File: config.mk
export PLATFORM = sky130hd
export DESIGN_NAME = decode_stage_p
export DESIGN_NICKNAME = d
export VERILOG_FILES = /design/src/rtl/decode_pkg.sv /design/src/rtl/decode_stage_p_register_file.sv /design/src/rtl/decode_stage_p.sv
export SDC_FILE = /design/constraint.sdc
export NUM_CORES = 1
export LEC_CHECK = 0
export BUFFER_PORTS_ARGS = -buffer_cell sky130_fd_sc_hd__buf_2
export CORE_ASPECT_RATIO = 1.25
export CORE_MARGIN = 1.5
export CORE_UTILIZATION = 40
export CTS_CLUSTER_SIZE = 14
export DETAILED_ROUTE_END_ITERATION = 8
export PLACE_DENSITY_LB_ADDON = 0.25
export SYNTH_ARGS = -nofsm -noshare
export SYNTH_HDL_FRONTEND = slang
export SYNTH_SLANG_ARGS = --single-unit
File: constraint.sdc
create_clock -name clk -period 5 [get_ports clk]
set_input_delay 0.5 -clock clk [delete_from_list [all_inputs] [get_ports clk]]
set_output_delay 0.5 -clock clk [all_outputs]
set_load 0.02 [all_outputs]
File: src/rtl/decode_pkg.sv
`default_nettype none
// ============================================================================
// Module      : decode_pkg
// Description : Shared opcode and ALUOp encodings, the packed control bundle
//               and the opcode-to-control decode function for decode_stage_p.
// Revision    : 1.0 - initial release
// ============================================================================
package decode_pkg;

    // Opcode field values (instruction[15:13])
    localparam logic [2:0] OP_RTYPE = 3'b000;
    localparam logic [2:0] OP_LW    = 3'b001;
    localparam logic [2:0] OP_SW    = 3'b010;
    localparam logic [2:0] OP_BEQ   = 3'b011;
    localparam logic [2:0] OP_ADDI  = 3'b100;

    // ALUOp encodings handed to the ALU control unit
    localparam logic [1:0] ALUOP_ADD   = 2'b00;
    localparam logic [1:0] ALUOP_SUB   = 2'b01;
    localparam logic [1:0] ALUOP_RTYPE = 2'b10;

    // Control bundle carried through ID/EX; a bubble is simply all-zero
    typedef struct packed {
        logic       reg_dst;
        logic       alu_src;
        logic       mem_to_reg;
        logic       reg_write;
        logic       mem_read;
        logic       mem_write;
        logic       branch;
        logic [1:0] alu_op;
    } ctrl_t;

    localparam ctrl_t CTRL_BUBBLE = '0;

    // Map an opcode to its control bundle; unused opcodes decode as NOP
    function automatic ctrl_t decode_ctrl(input logic [2:0] opcode);
        ctrl_t c_ctrl;
        c_ctrl = CTRL_BUBBLE;
        case (opcode)
            OP_RTYPE: begin
                c_ctrl.reg_dst   = 1'b1;
                c_ctrl.reg_write = 1'b1;
                c_ctrl.alu_op    = ALUOP_RTYPE;
            end
            OP_LW: begin
                c_ctrl.alu_src    = 1'b1;
                c_ctrl.mem_to_reg = 1'b1;
                c_ctrl.reg_write  = 1'b1;
                c_ctrl.mem_read   = 1'b1;
                c_ctrl.alu_op     = ALUOP_ADD;
            end
            OP_SW: begin
                c_ctrl.alu_src   = 1'b1;
                c_ctrl.mem_write = 1'b1;
                c_ctrl.alu_op    = ALUOP_ADD;
            end
            OP_BEQ: begin
                c_ctrl.branch = 1'b1;
                c_ctrl.alu_op = ALUOP_SUB;
            end
            OP_ADDI: begin
                c_ctrl.alu_src   = 1'b1;
                c_ctrl.reg_write = 1'b1;
                c_ctrl.alu_op    = ALUOP_ADD;
            end
            default: c_ctrl = CTRL_BUBBLE;
        endcase
        return c_ctrl;
    endfunction

endpackage
`default_nettype wire

File: src/rtl/decode_stage_p_register_file.sv
`default_nettype none
// ============================================================================
// Module      : register_file_p
// Description : 8-entry register file, two combinational read ports, one
//               rising-edge write port, asynchronous clear. Register 0 is an
//               ordinary writable register.
//               Optional macro DECODE_BYPASS_EN: a same-cycle write to the
//               address being read is forwarded to that read port.
// Revision    : 1.0 - initial release
// ============================================================================
module register_file_p #(
    parameter int DATA_W = 16
) (
    input  logic              clk,
    input  logic              rst,
    input  logic              i_we,
    input  logic [2:0]        i_waddr,
    input  logic [DATA_W-1:0] i_wdata,
    input  logic [2:0]        i_raddr1,
    input  logic [2:0]        i_raddr2,
    output logic [DATA_W-1:0] o_rdata1,
    output logic [DATA_W-1:0] o_rdata2
);
    import decode_pkg::*;

    localparam int c_DEPTH = 8;

    logic [DATA_W-1:0] r_regs [c_DEPTH];

    // Storage: cleared asynchronously, written on the rising edge
    always_ff @(posedge clk or posedge rst) begin
        if (rst) begin
            for (int i = 0; i < c_DEPTH; i++) begin
                r_regs[i] <= '0;
            end
        end else if (i_we) begin
            r_regs[i_waddr] <= i_wdata;
        end
    end

`ifdef DECODE_BYPASS_EN
    // Read ports with per-port forwarding of a same-cycle writeback
    always_comb begin
        o_rdata1 = r_regs[i_raddr1];
        o_rdata2 = r_regs[i_raddr2];
        if (i_we && (i_waddr == i_raddr1)) begin
            o_rdata1 = i_wdata;
        end
        if (i_we && (i_waddr == i_raddr2)) begin
            o_rdata2 = i_wdata;
        end
    end
`else
    // Read ports return the pre-write contents during a same-cycle write
    always_comb begin
        o_rdata1 = r_regs[i_raddr1];
        o_rdata2 = r_regs[i_raddr2];
    end
`endif

endmodule
`default_nettype wire

File: src/rtl/decode_stage_p.sv
`default_nettype none
// ============================================================================
// Module      : decode_stage_p
// Description : Registered decode stage. Decodes a 16-bit instruction, reads
//               rs/rt from the register file, sign-extends the immediate and
//               captures everything in the ID/EX register. Detects load-use
//               hazards (combinational stall) and inserts bubbles on stall,
//               flush or an invalid incoming slot.
//               Optional macro DECODE_BYPASS_EN: register-file write-to-read
//               forwarding within the same cycle.
// Revision    : 1.0 - initial release
// ============================================================================
module decode_stage_p
    import decode_pkg::*;
#(
    parameter int DATA_W   = 16,  // >= 8
    parameter int IMM_W    = 7,   // <= 10
    parameter int RF_DEPTH = 8    // fixed by the 3-bit register fields
) (
    input  logic              clk,
    input  logic              rst,
    input  logic [15:0]       instruction,
    input  logic              id_valid,
    input  logic              flush,
    input  logic              wb_reg_write,
    input  logic [2:0]        wb_write_register,
    input  logic [DATA_W-1:0] wb_write_data,
    output logic              stall,
    output logic              ex_valid,
    output logic [DATA_W-1:0] ex_read_data_1,
    output logic [DATA_W-1:0] ex_read_data_2,
    output logic [DATA_W-1:0] ex_imm,
    output logic [2:0]        ex_rs,
    output logic [2:0]        ex_rt,
    output logic [2:0]        ex_rd,
    output logic [1:0]        ex_alu_op,
    output logic              ex_reg_dst,
    output logic              ex_alu_src,
    output logic              ex_mem_to_reg,
    output logic              ex_reg_write,
    output logic              ex_mem_read,
    output logic              ex_mem_write,
    output logic              ex_branch
);

    localparam int c_RF_AW = $clog2(RF_DEPTH);

    // Instruction fields
    logic [2:0]         w_opcode;
    logic [c_RF_AW-1:0] w_rs;
    logic [c_RF_AW-1:0] w_rt;
    logic [c_RF_AW-1:0] w_rd;
    logic [DATA_W-1:0]  w_imm;
    logic [DATA_W-1:0]  w_rdata1;
    logic [DATA_W-1:0]  w_rdata2;
    ctrl_t              w_ctrl;
    logic               w_stall;
    logic               w_bubble;

    // ID/EX pipeline register
    logic               r_ex_valid;
    ctrl_t              r_ex_ctrl;
    logic [DATA_W-1:0]  r_ex_rdata1;
    logic [DATA_W-1:0]  r_ex_rdata2;
    logic [DATA_W-1:0]  r_ex_imm;
    logic [c_RF_AW-1:0] r_ex_rs;
    logic [c_RF_AW-1:0] r_ex_rt;
    logic [c_RF_AW-1:0] r_ex_rd;

    assign w_opcode = instruction[15:13];
    assign w_rs     = instruction[12:10];
    assign w_rt     = instruction[9:7];
    assign w_rd     = instruction[6:4];

    register_file_p #(
        .DATA_W (DATA_W)
    ) u_register_file (
        .clk      (clk),
        .rst      (rst),
        .i_we     (wb_reg_write),
        .i_waddr  (wb_write_register),
        .i_wdata  (wb_write_data),
        .i_raddr1 (w_rs),
        .i_raddr2 (w_rt),
        .o_rdata1 (w_rdata1),
        .o_rdata2 (w_rdata2)
    );

    // Decode, sign extension and load-use hazard detection
    always_comb begin
        w_ctrl   = decode_ctrl(w_opcode);
        w_imm    = {{(DATA_W-IMM_W){instruction[IMM_W-1]}}, instruction[IMM_W-1:0]};
        w_stall  = id_valid & r_ex_valid & r_ex_ctrl.mem_read &
                   ((r_ex_rt == w_rs) | (r_ex_rt == w_rt));
        // flush does not suppress stall; fetch resolves that itself
        w_bubble = flush | w_stall | ~id_valid;
    end

    // ID/EX capture: bubble (all zero) or the decoded instruction
    always_ff @(posedge clk or posedge rst) begin
        if (rst) begin
            r_ex_valid  <= 1'b0;
            r_ex_ctrl   <= CTRL_BUBBLE;
            r_ex_rdata1 <= '0;
            r_ex_rdata2 <= '0;
            r_ex_imm    <= '0;
            r_ex_rs     <= '0;
            r_ex_rt     <= '0;
            r_ex_rd     <= '0;
        end else if (w_bubble) begin
            r_ex_valid  <= 1'b0;
            r_ex_ctrl   <= CTRL_BUBBLE;
            r_ex_rdata1 <= '0;
            r_ex_rdata2 <= '0;
            r_ex_imm    <= '0;
            r_ex_rs     <= '0;
            r_ex_rt     <= '0;
            r_ex_rd     <= '0;
        end else begin
            r_ex_valid  <= 1'b1;
            r_ex_ctrl   <= w_ctrl;
            r_ex_rdata1 <= w_rdata1;
            r_ex_rdata2 <= w_rdata2;
            r_ex_imm    <= w_imm;
            r_ex_rs     <= w_rs;
            r_ex_rt     <= w_rt;
            r_ex_rd     <= w_rd;
        end
    end

    assign stall          = w_stall;
    assign ex_valid       = r_ex_valid;
    assign ex_read_data_1 = r_ex_rdata1;
    assign ex_read_data_2 = r_ex_rdata2;
    assign ex_imm         = r_ex_imm;
    assign ex_rs          = r_ex_rs;
    assign ex_rt          = r_ex_rt;
    assign ex_rd          = r_ex_rd;
    assign ex_alu_op      = r_ex_ctrl.alu_op;
    assign ex_reg_dst     = r_ex_ctrl.reg_dst;
    assign ex_alu_src     = r_ex_ctrl.alu_src;
    assign ex_mem_to_reg  = r_ex_ctrl.mem_to_reg;
    assign ex_reg_write   = r_ex_ctrl.reg_write;
    assign ex_mem_read    = r_ex_ctrl.mem_read;
    assign ex_mem_write   = r_ex_ctrl.mem_write;
    assign ex_branch      = r_ex_ctrl.branch;

endmodule
`default_nettype wire

==> reports/metrics.yaml <==
synth:
  avgSynthCellArea_um2: 15.9
  netlist_instances: 550
  synth_area_mm2: 0.00873
  ys_warn_count: 0
  ys_types: 29
  ys_ff_latch: 181
  synth_sequential_area_ratio_pct: 51.9
  syn-num-nets: 590
clock_network:
  cts_resized: 0
  cts_inserted_buffers: 17
  clk_latency_ns: 0.43
  post_cts_buffers: 0
  cts_buffer_depth: 2
  cts_tree: "built"
  postCtsHoldBufs: 0
  path_clk_slew_ns: 0.06
  ctsRootBufferMaster: "clkbuf_16"
  cts.htree.levels: 4
  clock-sinks: 181
worst_setup_path:
  cp_top_family: "buffers and inverters"
  critPathCaptureType: "primary output"
  worstSetupPathType: "in2out"
  slowest_delay_ns: 0.76
  crit_chain: "buf_2, xor2_1, nor4_4, o21a_1, buf_2"
  cp.arrival_ns: 2.00
  worstPathMaxFanout: 34
  worst-path-buf-inv: 2
  critPathMostFrequentCell: "buf_2"
  cp_slowest_cell: "buf_2"
  critical_path.startpoint_type: "primary input"
  worstPathRequired_ns: 4.50
final_layout:
  drive_above_1_share_pct: 55.1
  layout_commonest_cell: "dfrtp_1"
  nets: 668
  final_cell_mix: "181 x dfrtp_1, 128 x mux2_2, 107 x buf_2, 64 x mux4_2, 37 x nor4_1"
  n_fill_cell: 1874
  areaGrowthSynthToFinish_pct: 14.6
  post_layout_nonfiller_instances: 921
sta:
  relSlewSlack_pct: 31.3
  tightest_slew_ns: 1.03
  setup_viol: 0
  rsz0062_at_grt: "false"
  drv_slew: 0
  finalCritPeriodShare_pct: 50.0
  min_period_ns: 2.50
  fmax_ghz: 0.400
  finalSetupTns_ns: 0
  hold_viol_final: 0
  skew_ns: 0.00667
  setup_slack_ns: 2.50
power:
  p_leak_nw: 4.41
  power.switching_mw: 1.03
  comb_power_share_pct: 18.8
  p_int_mw: 3.04
  swShare_pct: 25.3
  seqPwrFrac_pct: 46.8
  power.density_mw_per_mm2: 406
  p_clk_share_pct: 34.4
  irDropWorstVdd_uv: 248
  design_power_total_mw: 4.07
drt:
  drt_iter0_drc: 340
  first_pass_iters: 4
  wl_per_cell_um: 22.1
  ant_nets: 0
  vias: 5245
  post-route-drc-count: 0
  drt_wl_total_um: 20300
  routed_via_density: 5.69
global_route:
  track_usage_pct: 18.9
  grt_max_degree: 182
  grt_antenna_before_repair: 1
  grt_pass1_vias: 5470
  grt_overflow: 0
  grt_pass1_wl_um: 32000
flow_run:
  cap_viol_max_count: 0
status:
  status: "completed"
floorplanning:
  fp-row-count: 60
  die_h_um: 168
  start_util_pct: 40.7
  coreArea_mm2: 0.0215
  die_area_mm2: 0.0227
  die_x_um: 135
  ios: 108
placed_design:
  dp_hpwl_um: 11900
  io_buffers: 107
  post-place-ws_ns: 2.45
  place_congestion: 0.696
  dp.cells: 888
hold_path:
  hp-class: "in2async"
==> registers in the layout, indices dropped and copies added (netlist names) <==
register                cells
ex_mem_write                1
ex_alu_src                  1
ex_mem_read                 1
ex_rd                       2
ex_valid                    1
ex_rt                       3
ex_branch                   1
ex_reg_write                1
ex_read_data_1             16
ex_read_data_2             16
ex_rs                       3
u_register_file.r_regs    128
ex_alu_op                   2
ex_imm                      5
==> metrics by stage <==
step | area [µm²] | utilization (%) | hold WS (ns)
after floorplan | 8740 | - | 0.491
after global placement | 9380 | 43.7 | 0.501
after detailed placement | 9380 | 43.7 | 0.511
after CTS | 10000 | 46.6 | 0.313
after global routing | 10000 | 46.6 | 0.309
final | 10000 | 46.6 | 0.295
==> synthesized netlist by cell type <==
master	number	area, µm²
dfrtp_1	181	4530
mux2_2	128	1440
mux4_2	64	1440
nor4_1	37	231
mux2i_1	32	320
buf_4	25	188
buf_2	24	120
nor4b_1	14	123
clkbuf_1	8	30.0
xor2_1	7	61.3
buf_1	4	15.0
nand2_1	3	11.3
nand4b_1	3	26.3
nand2b_1	2	12.5
nor3_2	2	20.0
nor3b_4	2	37.5
nor4_4	2	42.5
a2111oi_0	1	8.76
a21oi_1	1	5.00
clkbuf_2	1	5.00
inv_1	1	3.75
nand2b_4	1	13.8
nand3b_1	1	7.51
nand4_1	1	6.26
nor2_1	1	3.75
nor3_1	1	5.00
o21a_1	1	7.51
or3_1	1	6.26
or3b_2	1	8.76
==> worst min-delay path, cell delays in order <==
cell,delay (ns)
buf_2,0.11
clkinvlp_4,0.07
buf_12,0.57
==> cell families after synthesis <==
family	share of synthesized area, %
AO/OA/AOI/OAI	0.244
multiplexers	36.7
AND/OR/NAND/NOR	6.36
flip-flops	51.9
buffers and inverters	4.14
XOR/XNOR	0.702
==> power groups by stage <==
stage / logic, mW / registers [mW] / clock network, mW
6_report: 0.764 / 1.90 / 1.40
3_3_place_gp: 0.754 / 1.90 / 0
2_1_floorplan: 0.591 / 1.90 / 0
5_1_grt: 0.824 / 1.94 / 1.50
4_1_cts: 0.777 / 1.90 / 1.43
3_5_place_dp: 0.774 / 1.93 / 0
==> metal layers <==
metal | up-vias | wire length, µm | GRT usage, %
met4 | 0 | 370 | 5.94
met3 | 21 | 1160 | 3.73
li1 | 2260 | - | -
met1 | 2786 | 8410 | 24.3
met2 | 178 | 10400 | 32.3
met5 | - | 0 | 0
==> cell type report <==
class	count	area, µm²	share of cell area [%]
Sequential cell	181	4530	45.3
Multi-Input combinational cell	306	3840	38.4
Timing Repair Buffer	121	653	6.53
Clock buffer	24	502	5.01
Tap cell	279	349	3.49
Clock inverter	8	120	1.20
Inverter	1	7.51	0.0750
Antenna cell	1	2.50	0.0250
==> worst paths after layout <==
kind | from | end | slack [ns] | cells past startpoint
worst max register to register | ex_rt[2] | ex_read_data_1[7] | 3.16 | 4
min in group clk | instruction[3] | ex_imm[3] | 0.33 | 2
worst max-delay path | instruction[11] | stall | 2.50 | 5
worst min-delay path | rst | ex_imm[0] | 0.30 | 3
max in group asynchronous | rst | ex_reg_write | 3.90 | 3
worst min register to register | u_register_file.r_regs[91] | u_register_file.r_regs[91] | 0.52 | 1
(Power assumes the default switching activity.)
